==> config.mk <==
export PLATFORM = sky130hd
export DESIGN_NAME = intersection_scheduler
export DESIGN_NICKNAME = d
export VERILOG_FILES = /design/src/rtl/intersection_scheduler.sv
export SDC_FILE = /design/constraint.sdc
export NUM_CORES = 1
export LEC_CHECK = 0
export CAP_MARGIN = 20
export CORE_ASPECT_RATIO = 1.1
export CORE_MARGIN = 2
export CORE_UTILIZATION = 50
export DETAILED_ROUTE_END_ITERATION = 10
export PLACE_DENSITY = 0.83
export SYNTH_ARGS = -nofsm -noshare
export SYNTH_HDL_FRONTEND = slang
export SYNTH_SLANG_ARGS = --single-unit
export TNS_END_PERCENT = 5
==> constraint.sdc <==
create_clock -name clk -period 8.65 [get_ports clk]
set_input_delay 1.2975 -clock clk [delete_from_list [all_inputs] [get_ports clk]]
set_output_delay 1.2975 -clock clk [all_outputs]
set_load 0.01 [all_outputs]
==> src/rtl/intersection_scheduler.sv <==
// Intersection scheduler: picks the densest requesting lane (round-robin on ties), grants it, then enforces all-red clearance.
// Optional starvation guard is compiled in when SCHED_STARVE_GUARD_EN is defined.
module intersection_scheduler #(
  parameter int unsigned NUM_LANES    = 4,
  parameter int unsigned IDX_W        = 2,
  parameter int unsigned ALL_RED_TIME = 10,
  parameter int unsigned MAX_SKIP     = 3
) (
  input  logic                   clk,
  input  logic                   reset,
  input  logic [NUM_LANES-1:0]   lane_req,
  input  logic [NUM_LANES-1:0]   lane_red,
  input  logic [2*NUM_LANES-1:0] density,
  output logic [NUM_LANES-1:0]   grant,
  output logic [IDX_W-1:0]       active_lane,
  output logic                   busy,
  output logic                   all_red
);

  localparam int unsigned CNT_W = (ALL_RED_TIME > 1) ? $clog2(ALL_RED_TIME) : 1;

  if (NUM_LANES > (1 << IDX_W) || ALL_RED_TIME == 0 || MAX_SKIP == 0) begin : g_bad_cfg
    $error("intersection_scheduler: illegal parameter set");
  end

  typedef enum logic [2:0] {
    IDLE     = 3'd0,
    GRANT    = 3'd1,
    WAIT_GO  = 3'd2,
    WAIT_RED = 3'd3,
    ALL_RED  = 3'd4
  } state_t;

  state_t            state, state_n;
  logic [CNT_W-1:0]  cnt, cnt_n;
  logic [IDX_W-1:0]  last, last_n;
  logic [IDX_W-1:0]  active_n;
  logic              sel_found;
  logic [IDX_W-1:0]  sel_idx;
  logic [2:0]        best;
  logic [2:0]        key [NUM_LANES];
  logic [NUM_LANES-1:0] starved;
  int unsigned       rr_idx;

`ifdef SCHED_STARVE_GUARD_EN
  localparam int unsigned SKIP_W = $clog2(MAX_SKIP + 1);
  logic [SKIP_W-1:0] skip [NUM_LANES];

  always_comb begin
    for (int i = 0; i < NUM_LANES; i++) starved[i] = (skip[i] >= SKIP_W'(MAX_SKIP));
  end

  // Skip counters saturate at MAX_SKIP; only arbitrations actually performed in IDLE count.
  always_ff @(posedge clk or posedge reset) begin
    if (reset) begin
      for (int i = 0; i < NUM_LANES; i++) skip[i] <= '0;
    end else if (state == IDLE && sel_found) begin
      for (int i = 0; i < NUM_LANES; i++) begin
        if (IDX_W'(i) == sel_idx) skip[i] <= '0;
        else if (lane_req[i] && skip[i] < SKIP_W'(MAX_SKIP)) skip[i] <= skip[i] + 1'b1;
      end
    end
  end
`else
  assign starved = '0;
`endif

  // Priority key: starvation bit dominates density.
  always_comb begin
    for (int i = 0; i < NUM_LANES; i++) key[i] = {starved[i], density[2*i +: 2]};
  end

  // Scan from last+1 so the first strict maximum found is the round-robin tie winner.
  always_comb begin
    sel_found = 1'b0;
    sel_idx   = '0;
    best      = '0;
    rr_idx    = 0;
    for (int unsigned k = 0; k < NUM_LANES; k++) begin
      rr_idx = 32'(last) + 32'd1 + k;
      if (rr_idx >= NUM_LANES) rr_idx = rr_idx - NUM_LANES;
      if (lane_req[IDX_W'(rr_idx)] && (!sel_found || key[IDX_W'(rr_idx)] > best)) begin
        sel_found = 1'b1;
        sel_idx   = IDX_W'(rr_idx);
        best      = key[IDX_W'(rr_idx)];
      end
    end
  end

  always_comb begin
    state_n  = state;
    cnt_n    = cnt;
    last_n   = last;
    active_n = active_lane;
    case (state)
      IDLE: begin
        if (sel_found) begin
          state_n  = GRANT;
          active_n = sel_idx;
          last_n   = sel_idx;
        end
      end
      GRANT:    state_n = WAIT_GO;
      WAIT_GO:  if (!lane_red[active_lane]) state_n = WAIT_RED;
      WAIT_RED: begin
        if (lane_red[active_lane]) begin
          state_n = ALL_RED;
          cnt_n   = CNT_W'(ALL_RED_TIME - 1);
        end
      end
      ALL_RED: begin
        if (cnt == '0) state_n = IDLE;
        else cnt_n = cnt - 1'b1;
      end
      default: state_n = IDLE;
    endcase
  end

  // Outputs are registered from the next state so they line up with the state they describe.
  always_ff @(posedge clk or posedge reset) begin
    if (reset) begin
      state       <= IDLE;
      cnt         <= '0;
      last        <= IDX_W'(NUM_LANES - 1);
      grant       <= '0;
      active_lane <= '0;
      busy        <= 1'b0;
      all_red     <= 1'b1;
    end else begin
      state       <= state_n;
      cnt         <= cnt_n;
      last        <= last_n;
      active_lane <= active_n;
      grant       <= (state_n == GRANT) ? (NUM_LANES'(1) << active_n) : '0;
      busy        <= (state_n != IDLE);
      all_red     <= (state_n == IDLE) || (state_n == ALL_RED);
    end
  end

endmodule

[Word level (Yosys, flattened, before mapping)]
Index checks and enable logic that the tools add are counted.
W data, S select, Z words.
Word-level totals
  output and inout bits: 8
  logic and storage cells: 110
  input port bits: 18
  bits in registers: 17
Cells by class
  mux-type cells: 48
  bitwise operators: 4
  eq/ne operators: 8
  order comparisons: 16
  reductions and logical operators: 17
  shift operators: 1
  $add $sub $neg: 9
Operators by type and width (number)
  $mux W3: 15
  $bmux W3 S2: 4
  $mux W2: 10
  $ge A3 B3 Y1 const B: 5
  $lt A2 B3 Y1 const B: 5
  $pmux W3 S5: 1
  $ge A4 B3 Y1 const B: 3
  $mux W4: 3
  $not A2 Y3: 4
  $bmux W1 S2: 5
  $gt A3 B3 Y1: 3
  $mux W1: 9
  $add A3 B2 Y4 const B: 2
  $pmux W4 S2: 1
  $sub A2 B1 Y2 const B: 4
  $eq A3 B1 Y1 const B: 2
  $eq A3 B2 Y1 const B: 2
  $eq A3 B3 Y1 const B: 2
  $logic_not A3 Y1: 2
  $add A3 B1 Y4 const B: 1
  $logic_not A4 Y1: 1
  $logic_or A1 B1 Y1: 4
  $ne A2 B2 Y1 const B: 2
  $shl A1 B2 Y4 const A: 1
  other kinds (8): 12

[Longest topological paths before layout]
  depth in word-level cells: 24
  depth in mapped cells: 26
  mapped depth without buffers: 24

[Worst setup path after synthesis]
No wires, ideal clock.
  kind: input port to flip-flop
  start point: input lane_req[3]
  end point: register grant[2]
  path buffers: 1
  stages on the path: 24
  required time: 8.522 ns
  arrival: 6.397 ns
  path slack: 2.124 ns
  library setup time: 0.128 ns
  path through: clkbuf_1 > mux2i_1 > mux2i_1 > o211ai_1 > inv_1 > ha_1 > or2_0 > maj3_2 > o221a_4 > nor2_1 > mux2_1 > ha_1 > nor2b_1 > o21ai_0 > nand4b_1 > and2_1 > mux2_2 > ha_1 > nor2b_1 > o21ai_0 > nor2b_1 > nor4b_1 > a2111oi_2 > nor2b_1
Between the ends
  longest elaborated chain between the ends: 19
  elaborated cells between the ends (all ways): 38
  classes of those cells: order compare (3); eq/ne (1); shift (1); mux (24); reduce/logical (9)
Ends and longest elaborated chain
  from (decl): RTL line 11  | input logic [NUM_LANES-1:0] lane_req,
  $bmux W1 S2: RTL line 82  | if (lane_req[IDX_W'(rr_idx)] && (!sel_found || key[IDX_W'(rr_idx)] > best)) begin
  $mux W1 (implied by the code): RTL line 82
  $mux W3 / $mux W1 (equally long branches): RTL line 82
  $gt A3 B3 Y1 / $logic_not A1 Y1 (equally long branches): RTL line 82
  $logic_or A1 B1 Y1: RTL line 82
  $logic_and A1 B1 Y1: RTL line 82
  $mux W3 / $mux W1 (equally long branches): RTL line 82
  $gt A3 B3 Y1 / $logic_not A1 Y1 (equally long branches): RTL line 82
  (+3 left out)
  $gt A3 B3 Y1 / $logic_not A1 Y1 (equally long branches): RTL line 82
  $logic_or A1 B1 Y1: RTL line 82
  $logic_and A1 B1 Y1: RTL line 82
  $mux W1 / $mux W2 (equally long branches): RTL line 82
  $mux W3 / $mux W2 (equally long branches): RTL line 97  | if (sel_found) begin
  $pmux W3 S5 / $mux W2 (equally long branches): RTL line 95  | case (state)
  $eq A3 B1 Y1 / $shl A1 B2 Y4 (equally long branches): RTL line 134  | grant <= (state_n == GRANT) ? (NUM_LANES'(1) << active_n) : '0;
  $mux W4 (*): RTL line 134
  to (signal assigned): RTL line 134
  to (decl): RTL line 14  | output logic [NUM_LANES-1:0] grant,
Every way passes the cells marked *; elsewhere a longest branch is shown, timed or not. The select of a mux whose other input is x is not followed.
A chain may end at the register's enable or synchronous reset.

[Worst setup path after layout]
  start point: input lane_req[1]
  end point: register grant[2]
Same word-level chain as after synthesis.

==> results.toml <==
[routing]
wirelength_um = 3420
drtPass1Iterations = 5
routed_via_density = 5.996
detailroute.via_count = 1403
post_dr_wirelength_cell_um = 14.62
drc = 0
detailedRoute.firstIterationViolations = 46
ant_nets = 0

[setup_path]
path_delay_family = "simple AND/OR/NAND/NOR gates"
cp_data_required_time_ns = 8.81
critical-path-max-stage-delay_ns = 0.72
worst_r2r_startpoint = "last[0]"
data_arrival_time_of_the_critical_path_ns = 7.67
cp_max_fo = 12
reg2reg_slack_ns = 1.82
cp_num_buf_inv = 2
r2r_end = "grant[2]"
path_common_cell = "sky130_fd_sc_hd__nor2b_1"
worst-r2r-cell-count = 23
timing.critical_path.slowest_stage_cell = "sky130_fd_sc_hd__clkdlybuf4s50_1"
critical_path.cell_chain = "clkdlybuf4s50_1 > mux2i_1 > mux2i_1 > o211ai_1 > inv_1 > ha_1 > or2_0 > maj3_2 > o221a_4 > nor2_1 > mux2_1 > ha_1 > nor2b_1 > o21ai_0 > nand4b_1 > and2_1 > mux2_2 > ha_1 > nor2b_1 > o21ai_0 > nor2b_1 > nor4b_1 > a2111oi_2 > nor2b_1"
worst_setup_ep_type = "flop"
setup.worst_path.class = "input port to flop"
crit_path_start_kind = "input port"

[floorplanning]
floorplan.initialDensity = 0.5171
die_h_um = 62.38
cell_row_count = 21
die_area_um2 = 3560
core_region_area_um2 = 2995
chipWidth_um = 57.07
boundaryPins = 26

[hold_path]
holdPathEnd = "state[1]"
number_of_cells_traversed_by_the_worst_hold_path = 1
hold_path.class = "flop to flop"
worstHoldStart = "state[2]"

[placement]
port-buffer-count = 25
place_congestion = 0.8777
place_hpwl_um = 2649

[sta]
slew_headroom = 0.5729
setup-violations-final = 0
timing.setup.tns_ns = 0
worst_pin_slew_ns = 0.6324
post-route-period-util = 0.8677
period_needed_ns = 7.506
fmaxAchievable_mhz = 133.2
hold_violations = 0
timing.final.max_slew_violations = 0
fin_worst_hold_slack_ns = 0.4966
setup_repair_after_global_routing_missed_its_margin = "no"
fin_worst_skew_ns = 0.01192

[power_and_ir_drop]
total_leakage_power_nw = 0.7575
ir_worst_vdd_mv = 0.2634
power-per-cell-area_nw_per_um2 = 420.9

[global_routing]
antenna_violations_before_repair = 0
globalRouteTotalUtil = 0.2051
grt_first_pass_wirelength_um = 5975
grt_overflow = 0
grt_max_degree = 32
first_global_vias = 1337

[outcome]
outcome = "complete, no violations"

[clock_tree]
post_cts.resized_instances = 0
clkSinkCount = 17
clock_tree_from_tritoncts = "built"
cts-root-to-sink-buffers = 2
path_clk_slew_ns = 0.10
clock-root-buffer = "sky130_fd_sc_hd__clkbuf_4"
buffers_inserted_by_post_cts_timing_repair = 0
cts-hold-fix-buffers = 0
worstSkewPairLatency_ns = 0.29
cts-htree-levels = 1
number_of_buffers_created_by_cts = 3

[finish]
syn_to_final_growth_pct = 17.77
drive_above_1_share = 0.1000
fillers = 273
post-route-util = 0.6090
fin_nets = 226
count_of_antenna_diodes_in_the_layout = 0

[synthesis]
yosys_most_used_dff = "sky130_fd_sc_hd__dfrtp_1"
synth.distinct_cells = 54
synth.top_cell.area_share = 0.2262
synth.yosys.seq_area_share = 0.2771
synth-edff-count = 0
yosysTopAreaCell = "sky130_fd_sc_hd__dfrtp_1"
synthCells = 181
postSynthNetCount = 206
post_synth_instance_area_um2 = 1549
synth.most_common_cell = "sky130_fd_sc_hd__nand2_1"
ys_top_cells_by_area = "sky130_fd_sc_hd__dfrtp_1 (23%), sky130_fd_sc_hd__mux2i_1 (6.5%), sky130_fd_sc_hd__ha_1 (5.7%)"
ys_top_cells_by_count = "sky130_fd_sc_hd__nand2_1 (18), sky130_fd_sc_hd__dfrtp_1 (14), sky130_fd_sc_hd__nor2_1 (13), sky130_fd_sc_hd__o21ai_0 (12), sky130_fd_sc_hd__mux2i_1 (10)"
synth_warn = 0
syn_area_per_cell_um2 = 8.558
ys_async_sr_fraction = 1.000
ys_seq_elements = 17

[run]
max_cap_viol_count = 0
cells in the final DEF, fill, tap and decap left out, types with 2 or more instances in the layout:
cell type	count
sky130_fd_sc_hd__nor2b_1	9
sky130_fd_sc_hd__mux2_2	5
sky130_fd_sc_hd__clkdlybuf4s50_1	25
sky130_fd_sc_hd__dfrtp_1	14
sky130_fd_sc_hd__nand2b_1	8
sky130_fd_sc_hd__nor3_1	3
sky130_fd_sc_hd__a21oi_1	8
sky130_fd_sc_hd__o221ai_1	3
sky130_fd_sc_hd__inv_1	8
sky130_fd_sc_hd__mux2_4	2
sky130_fd_sc_hd__o211ai_1	3
sky130_fd_sc_hd__a211oi_1	3
sky130_fd_sc_hd__and2_1	4
sky130_fd_sc_hd__o21ai_0	12
sky130_fd_sc_hd__mux2i_1	10
sky130_fd_sc_hd__nor2_1	13
sky130_fd_sc_hd__o21ai_1	2
sky130_fd_sc_hd__clkbuf_4	3
sky130_fd_sc_hd__nor3b_1	2
sky130_fd_sc_hd__dfstp_2	3
sky130_fd_sc_hd__nor4b_1	2
sky130_fd_sc_hd__nand2_1	18
sky130_fd_sc_hd__and3_1	2
sky130_fd_sc_hd__ha_1	7
where the power goes:
group / leakage [nW] / total (W) / internal [W] / switching, W
Clock: 0.0177 / 0.0000418 / 0.0000172 / 0.0000246
Sequential: 0.204 / 0.000178 / 0.000118 / 0.0000596
Combinational: 0.536 / 0.000548 / 0.000262 / 0.000286
Total: 0.758 / 0.000768 / 0.000397 / 0.000370
layout make-up:
type                    count  area, um2  area share
multi-input cells         145       1040      0.5700
well taps                  34      42.54     0.02332
flip-flops and latches     17      429.2      0.2353
clock buffers               3      22.52     0.01235
repair buffers             26      255.2      0.1399
clock inverters             1      5.005    0.002743
inverters                   8      30.03     0.01646
cell families after synthesis:
family	Yosys count	synth area share
XOR/XNOR	1	0.005655
AND/OR/NAND/NOR	69	0.2351
multiplexers	19	0.1422
buffers and inverters	19	0.05169
adder cells (fa/ha/maj)	8	0.06381
flip-flops	17	0.2771
AO/OA/AOI/OAI	48	0.2246
worst max path at each step:
stage           startpoint  endpoint  cells after the start
2_1_floorplan  lane_req[3]  grant[2]                     24
3_3_place_gp   lane_req[1]  grant[2]                     24
3_5_place_dp   lane_req[1]  grant[2]                     24
4_1_cts        lane_req[1]  grant[2]                     24
5_1_grt        lane_req[1]  grant[2]                     24
6_report       lane_req[1]  grant[2]                     24
metrics by stage:
step | total power (W) | instance area (um2) | std cells | worst slack [ns]
4_1_cts | 0.0007677 | 1819 | 233 | 1.158
3_3_place_gp | 0.0007032 | 1792 | 229 | 1.012
6_report | 0.0007678 | 1824 | 234 | 1.144
5_1_grt | 0.0008533 | 1824 | 234 | 0.6665
3_5_place_dp | 0.0007245 | 1792 | 229 | 0.8454
2_1_floorplan | 0.0006011 | 1549 | 181 | 2.124
state kept, by name (all words and copies together) (netlist names):
signal and count:
last 2, busy 1, all_red 1, state 3, active_lane 2, grant 4, cnt 4
per-layer routing:
layer / track usage / share of wire / vias up
li1: - / - / 705
met1: 0.2762 / 0.44 / 655
met2: 0.3520 / 0.52 / 39
met3: 0.01656 / 0.032 / 4
met4: 0.05233 / 0.010 / 0
met5: 0 / 0 / -
worst register-to-register path: cells and delay by family (launching register included):
| family | cells | cell delay (ns) |
|---|---|---|
| adders and majority gates | 4 | 1.13 |
| AOI/OAI and AO/OA | 5 | 1.09 |
| buffers and inverters | 2 | 0.47 |
| muxes | 3 | 1.12 |
| and+or+nand+nor | 9 | 2.03 |
| DFF | 1 | 0.89 |
Note: power is estimated with default switching activity, not from simulation.
